$ cat config.mk
export PLATFORM = sky130hd
export DESIGN_NAME = ws_result_collector
export DESIGN_NICKNAME = d
export VERILOG_FILES = /design/src/rtl/ws_result_collector.sv
export SDC_FILE = /design/constraint.sdc
export NUM_CORES = 1
export LEC_CHECK = 0
export BUFFER_PORTS_ARGS = -buffer_cell sky130_fd_sc_hd__buf_2
export CORE_MARGIN = 5
export CORE_UTILIZATION = 55
export CTS_BUF_LIST = sky130_fd_sc_hd__clkbuf_2
export DETAILED_ROUTE_END_ITERATION = 8
export PLACE_DENSITY = 0.8
export SYNTH_ARGS = -nofsm -noshare
export SYNTH_HDL_FRONTEND = slang
export SYNTH_SLANG_ARGS = --single-unit
$ cat constraint.sdc
create_clock -name clk -period 6.09 [get_ports clk]
set_input_delay 0.609 -clock clk [delete_from_list [all_inputs] [get_ports clk]]
set_output_delay 0.609 -clock clk [all_outputs]
set_load 0.02 [all_outputs]
$ cat src/rtl/ws_result_collector.sv
// Deskews the diagonal result lanes of a weight-stationary systolic array and
// queues each aligned result vector in a show-ahead FIFO with overflow tracking.
module ws_result_collector #(
  parameter int out_word_size = 16,
  parameter int row           = 3,
  parameter int depth         = 4
) (
  input  logic                                   clk,
  input  logic                                   rst,
  input  logic [out_word_size-1:0]               Result_in [0:row-1],
  input  logic                                   in_valid,
  input  logic                                   clear_err,
  output logic [out_word_size-1:0]               out_data  [0:row-1],
  output logic                                   out_valid,
  input  logic                                   out_ready,
  output logic [$clog2(depth+1)-1:0]             count,
  output logic                                   full,
  output logic                                   empty,
  output logic                                   overflow_err
);

  localparam int unsigned W  = out_word_size;
  localparam int unsigned AW = $clog2(depth);
  localparam int unsigned CW = $clog2(depth+1);

  logic [W-1:0]  aligned [0:row-1];
  logic          dv;

  // Lane r waits (row-1-r) cycles so every lane lines up with lane 0.
  for (genvar r = 0; r < row; r++) begin : g_lane
    localparam int STG = row - 1 - r;
    if (STG == 0) begin : g_pass
      assign aligned[r] = Result_in[r];
    end else begin : g_dly
      logic [W-1:0] dly_q [STG];
      always_ff @(posedge clk or negedge rst) begin
        if (!rst) begin
          for (int i = 0; i < STG; i++) dly_q[i] <= '0;
        end else begin
          dly_q[0] <= Result_in[r];
          for (int i = 1; i < STG; i++) dly_q[i] <= dly_q[i-1];
        end
      end
      assign aligned[r] = dly_q[STG-1];
    end
  end

  // Valid travels alongside lane 0.
  if (row == 1) begin : g_vld_pass
    assign dv = in_valid;
  end else begin : g_vld_dly
    logic [row-2:0] vld_q;
    always_ff @(posedge clk or negedge rst) begin
      if (!rst) begin
        vld_q <= '0;
      end else begin
        vld_q[0] <= in_valid;
        for (int i = 1; i < row - 1; i++) vld_q[i] <= vld_q[i-1];
      end
    end
    assign dv = vld_q[row-2];
  end

  logic [W-1:0]  mem_q [depth][row];
  logic [AW-1:0] wr_ptr_q, wr_ptr_d;
  logic [AW-1:0] rd_ptr_q, rd_ptr_d;
  logic [CW-1:0] count_q, count_d;
  logic          ovf_q, ovf_d;
  logic          push_c, pop_c, full_c, empty_c;

  assign full_c  = (count_q == CW'(depth));
  assign empty_c = (count_q == '0);
  assign pop_c   = !empty_c && out_ready;
  // A full FIFO still accepts a push when the head leaves on the same edge.
  assign push_c  = dv && (!full_c || pop_c);

  always_comb begin
    wr_ptr_d = wr_ptr_q;
    rd_ptr_d = rd_ptr_q;
    count_d  = count_q;
    ovf_d    = ovf_q;
    if (push_c) wr_ptr_d = wr_ptr_q + AW'(1);
    if (pop_c)  rd_ptr_d = rd_ptr_q + AW'(1);
    if (push_c && !pop_c)      count_d = count_q + CW'(1);
    else if (!push_c && pop_c) count_d = count_q - CW'(1);
    if (dv && !push_c)  ovf_d = 1'b1;
    else if (clear_err) ovf_d = 1'b0;
  end

  always_ff @(posedge clk or negedge rst) begin
    if (!rst) begin
      wr_ptr_q <= '0;
      rd_ptr_q <= '0;
      count_q  <= '0;
      ovf_q    <= 1'b0;
    end else begin
      wr_ptr_q <= wr_ptr_d;
      rd_ptr_q <= rd_ptr_d;
      count_q  <= count_d;
      ovf_q    <= ovf_d;
    end
  end

  // Storage needs no reset: it is only visible while count is non-zero.
  always_ff @(posedge clk) begin
    if (push_c) begin
      for (int r = 0; r < row; r++) mem_q[wr_ptr_q][r] <= aligned[r];
    end
  end

  always_comb begin
    for (int r = 0; r < row; r++) begin
      out_data[r] = empty_c ? '0 : mem_q[rd_ptr_q][r];
    end
  end

  assign out_valid    = !empty_c;
  assign count        = count_q;
  assign full         = full_c;
  assign empty        = empty_c;
  assign overflow_err = ovf_q;

endmodule

# Yosys cells after proc, flatten, opt, wreduce, memory -nomap -nowiden
# Memory sizes are Yosys's and may differ from the RTL's.
# Index checks and enable logic that the tools add are counted.
[word_totals] register_bits=58 latch_bits=0 ram_bits=192 romBits=0 out_inout_bits=55 wordCells=36 mem_count=1
[memory_table] memory="mem_q" depth=4 word_bits=48 rd=1 rd_ports_with_merged_regs=0 write_ports=1 line="64" source="logic [W-1:0] mem_q [depth][row];"
[classes] n_addsub=4 mul=0 n_div=0 n_lt_le_gt_ge=0 n_eq_ne=1 shift=0 n_mux=9 bitwise=0 n_reduce_logical=13
[op_table] operator="16-bit two-way mux" count=3
[op_table] operator="3-bit two-way mux" count=2
[op_table] operator="1-bit logical AND" count=5
[op_table] operator="2-bit by 1-bit adder with 2-bit output, second input constant" count=2
[op_table] operator="1-bit logical NOT" count=4
[op_table] operator="1-bit two-way mux" count=4
[op_table] operator="2-bit nonzero test" count=2
[op_table] operator="3-bit by 1-bit adder with 3-bit output, second input constant" count=1
[op_table] operator="3-bit equality test, second input constant" count=1
[op_table] operator="3-bit logical NOT" count=1
[op_table] operator="3-bit by 1-bit subtractor with 3-bit output, second input constant" count=1
[op_table] operator="1-bit logical OR" count=1

# Logic depth before layout (Yosys ltp)
[logic_depth] word_depth=9 depth_mapped=9 mapped_depth_nobuf=8

# Worst setup path after synthesis
# Ideal clock, no wire load.
[synth_path] path_type="register -> register" from="register count_q[0] (netlist: count[0])" to="register count_q[1] (netlist: count[1])" setup_ns=0.125 arrival_ns=2.081 required_time_ns=5.965 slack_ns=3.884 path_stages_with_launch=7 n_path_buf=0 period_less_slack_ns=2.206 path_cell_list="dfrtp_1 > or3b_1 > o21a_4 > ha_1 > inv_1 > fa_1 > mux2_2"
[synth_between] word_cells_on_any_way=16 classes_between="add/sub (2); eq/ne (1); mux (2); reduce/logical (11)"
[synth_rtl] item="start, declared" line="67" source="logic [CW-1:0] count_q, count_d;"
[synth_rtl] item="start signal, assigned" line="99" source="count_q <= count_d;"
[synth_rtl] item="3-bit logical NOT" line="72" source="assign empty_c = (count_q == '0);"
[synth_rtl] item="1-bit logical NOT" line="73" source="assign pop_c = !empty_c && out_ready;"
[synth_rtl] item="1-bit logical AND" line="73"
[synth_rtl] item="1-bit logical OR *" line="75" source="assign push_c = dv && (!full_c || pop_c);"
[synth_rtl] item="1-bit logical AND *" line="75"
[synth_rtl] item="named net push_c" line="69" source="logic push_c, pop_c, full_c, empty_c;"
[synth_rtl] item="1-bit logical AND *" line="84" source="if (push_c && !pop_c) count_d = count_q + CW'(1);"
[synth_rtl] item="3-bit two-way mux *" line="84"
[synth_rtl] item="named net count_d[1]" line="67"
# Mark *: on every way through the listed nets, which the timed path passes. The rest lies on a longest branch. The select of a mux whose other input is x is not followed.
# A chain may end at the register's enable or synchronous reset.

==> results_tabular.tex <==
\begin{tabular}{lr}
\hline
Metric & Value \\
\hline
\multicolumn{2}{l}{\textbf{Run status}} \\
Result of the run & finished clean \\
\multicolumn{2}{l}{\textbf{Logic synthesis}} \\
Yosys reg bits & 250 \\
Net count after synthesis & 454 \\
Adder-cell area share of the yosys netlist & 0.920\% \\
Async set-or-reset flop fraction in the synthesized netlist & about 23\% \\
Avg Inst Size Synth & 22.7 µm² \\
Synth Cell Area & between 8000 and 9000 µm² \\
Synth warn & 0 \\
Instance count of the mapped netlist & $\sim$400 \\
Area share of xor/xnor cells in the synthesized design & 0.586\% \\
Main combinational cell family by area after synthesis & multiplexers \\
Sequential-to-total area share from yosys stat & between 80 and 90\% \\
Number of distinct library cells after synthesis & 23 \\
Most instantiated flip-flop cell in the synthesis netlist & sky130\_fd\_sc\_hd\_\_edfxtp\_1 \\
Mux contribution to synthesized area & between 10\% and 20\% \\
Number of enable flip-flop cells after synthesis & between 150 and 200 \\
Simple-gate share of the synthesized area & about 4\% \\
Synthesized-area fraction occupied by ao, oa, aoi and oai cells & less than 1\% \\
\multicolumn{2}{l}{\textbf{Route}} \\
Vias per Instance & about 5 \\
Post-route ant nets & 0 \\
Average routed wire per standard cell & 18.3 µm \\
Vias post-DR & roughly 4400 \\
Post-route DRC violation count & 0 \\
Iteration-0 DRC Markers & $\sim$290 \\
Sum of routed wire length over all layers & roughly 16 mm \\
Total iterations of the first detailed-routing run & 4 \\
\multicolumn{2}{l}{\textbf{Die}} \\
Floorplan die area & about 19000 µm² \\
Core area & around 16000 µm² \\
Number of top-level design ports & $\sim$110 \\
Die span in x & $\sim$140 µm \\
Die Span Y & roughly 140 µm \\
Cell Rows & 46 \\
Initial core utilization & a little under three fifths \\
\multicolumn{2}{l}{\textbf{GRT}} \\
Largest net degree at the start of global routing & 59 \\
First-pass GRT wire length & 24.9 mm \\
Initial antenna violation count & 0 \\
Leftover overflow at the end of global routing & 0 \\
Vias in the first global route & 4970 \\
Global-route total usage across every layer & 17.6\% \\
\multicolumn{2}{l}{\textbf{Place}} \\
Half-perimeter wire length after placement & $\sim$8.8 mm \\
Placer's final routability congestion estimate & $\sim$0.70 \\
Placed cell count & approximately 710 \\
Count of buffers from port buffering & approximately 110 \\
\multicolumn{2}{l}{\textbf{CTS}} \\
Clock insertion delay at the later pin of the skew report & 0.81 ns \\
Number of buffers on the longest clock path & 3 \\
Root cell of the clock tree & sky130\_fd\_sc\_hd\_\_clkbuf\_2 \\
Clock-pin slew reported for the worst setup and hold paths after clock tree synthesis & 0.10 ns \\
Number of H-tree levels & 2 \\
CTS tree & yes \\
Post-cts gate resize count & 0 \\
Clock net sink count & 250 \\
TritonCTS buffer count & 57 \\
\multicolumn{2}{l}{\textbf{Critical path}} \\
Critical path class & reg -> out \\
Kind of end point of the critical path & output port \\
Stages on worst setup path & 3 \\
CP Cell Sequence & mux4\_2, and2\_1, buf\_2 \\
Number of buffers and inverters on the critical path & 1 \\
Maximum fanout along the worst path & 50 \\
FF-to-FF Start & count[0] \\
Slowest cell on the critical path & sky130\_fd\_sc\_hd\_\_dfrtp\_4 \\
Worst endpoint required time & about 5.5 ns \\
Crit start category & register \\
Critical path's top delay family & flip-flops \\
Setup crit end & out\_data[22] \\
Capture instance of the worst register-to-register path & count[2] \\
Register-to-Register Setup Slack & 3.29 ns \\
CP startpoint & rd\_ptr\_q[0] \\
Number of cells on the worst reg-to-reg path & 8 \\
Worst stage delay on the critical path & approximately 1.1 ns \\
Crit path arrival time & around 2.9 ns \\
\multicolumn{2}{l}{\textbf{Timing}} \\
Hold violation total from the final report & 0 \\
Final count of negative-setup-slack endpoints & 0 \\
TNS Setup & 0 ns \\
Final slew viol count & 0 \\
Achievable Freq & roughly 290 MHz \\
Final critical delay including setup and external delays & $\sim$3.5 ns \\
Worst Tran Pin Value & 1.00 ns \\
Setup repair after global routing missed its margin & no \\
Ratio of final minimum period to clock period & a little under three fifths \\
Slew HR & between 30\% and 40\% \\
Clock Skew & 0.0335 ns \\
\multicolumn{2}{l}{\textbf{Worst hold path}} \\
Path category of the worst min-delay check & in -> reg \\
Number of instances on the worst hold path & 2 \\
\multicolumn{2}{l}{\textbf{Power}} \\
Reported leakage power & between 4 and 5 nW \\
Power density of the placed cells & 464 nW/µm² \\
Worst VDD drop & roughly 0.3 mV \\
\multicolumn{2}{l}{\textbf{Finish}} \\
Number of nets at the end of the flow & 660 \\
Area added between synthesis and finish & 19.9\% \\
Share of cells above drive strength 1 & around two fifths \\
Number of standard cells in the final layout excluding fillers & approximately 860 \\
Number of diodes added for antenna fixing & 0 \\
\multicolumn{2}{l}{\textbf{Job}} \\
Maximum capacitance violations & 0 \\
\hline
\end{tabular}
synth_stat cells (all sizes together) (2+ instances only):
cell / instances / share of area [%]
edfxtp: 192 / 64
dfrtp: 58 / 16
and2: 52 / 3.7
mux4: 48 / 12
buf: 11 / 0.92
inv: 7 / 0.29
clkbuf: 6 / 0.25
ha: 5 / 0.70
xnor2: 4 / 0.39
mux2: 2 / 0.29
xor2: 2 / 0.20
layout by cell type, fill, tap and decap left out, drive strengths merged, types with 2 or more instances in the layout:
cell         instances
and2                52
buf                113
clkbuf              97
clkinv               8
dfrtp               58
dlygate4sd3         51
edfxtp             192
ha                   5
inv                  8
mux2                 2
mux4                48
xnor2                4
xor2                 2
registers in the layout, summed over array words and instances (netlist names):
signal / count
overflow_err: 1
g_vld_dly.vld_q: 2
aligned: 16
g_lane.g_dly.dly_q: 32
mem_q: 192
rd_ptr_q: 2
count: 3
wr_ptr_q: 2
worst min-delay path by stage:
stage / start / end
4_1_cts: out_ready / overflow_err
3_3_place_gp: g_lane[0].g_dly.dly_q[19] / aligned[35]
6_report: out_ready / overflow_err
2_1_floorplan: rst / aligned[32]
5_1_grt: out_ready / overflow_err
3_5_place_dp: g_lane[0].g_dly.dly_q[29] / aligned[45]
worst register-to-register path, cell delays in order (launching register included):
cell,delay (ns)
sky130_fd_sc_hd__dfrtp_1,0.48
sky130_fd_sc_hd__or3_2,0.92
sky130_fd_sc_hd__nand2_1,0.29
sky130_fd_sc_hd__ha_1,0.22
sky130_fd_sc_hd__inv_1,0.06
sky130_fd_sc_hd__fa_1,0.38
sky130_fd_sc_hd__xor2_1,0.15
sky130_fd_sc_hd__nor2_1,0.11
sky130_fd_sc_hd__xor2_1,0.14
per-stage QoR:
| stage | hold slack [ns] | area [µm²] | utilization (%) | power (W) | worst slack [ns] |
|---|---|---|---|---|---|
| 5_1_grt | 0.0382 | 10800 | 67.5 | 0.00528 | 2.31 |
| 3_5_place_dp | 0.335 | 9720 | 61.0 | 0.00404 | 3.24 |
| 4_1_cts | 0.0225 | 10800 | 67.5 | 0.00507 | 2.45 |
| 6_report | 0.110 | 10800 | 67.5 | 0.00499 | 2.61 |
| 2_1_floorplan | 0.313 | 8970 | - | 0.00351 | 3.88 |
| 3_3_place_gp | 0.332 | 9720 | 61.0 | 0.00399 | 3.33 |
layer usage:
| layer | track usage [%] | wire length [µm] |
|---|---|---|
| met1 | 21.6 | 6240 |
| met2 | 29.9 | 8290 |
| met3 | 4.75 | 994 |
| met4 | 7.19 | 313 |
| met5 | 0 | 0 |
where the power goes:
group	internal [W]	leakage [nW]	switching, W	total, W
clock network	0.000411	0.420	0.000590	0.00100
logic	0.000727	1.24	0.000883	0.00161
registers	0.00216	2.44	0.000214	0.00238
total	0.00330	4.10	0.00169	0.00499
area by class of cell:
type / instances / area [µm²]
sequential: 250 / 7220
multi-input combinational: 121 / 1630
tap: 216 / 270
clock inverter: 9 / 33.8
clock buffer: 97 / 485
timing repair buffer: 164 / 1090
fill: 1052 / 5190
inverter: 7 / 26.3
logic make-up after synthesis:
kind of cell,count (synthesis)
buffers and inverters,24
AOI/OAI and AO/OA,2
muxes,50
and+or+nand+nor,57
DFF,250
xor gates and xnor gates,6
adders and majority gates,6
repair_timing:
action                     4_1_cts  5_1_grt
hold endpoints to repair       156        0
setup buffers                    0        0
setup endpoints to repair        0        0
hold buffers                    51        0
No activity file was read; power rests on OpenSTA's default activity.
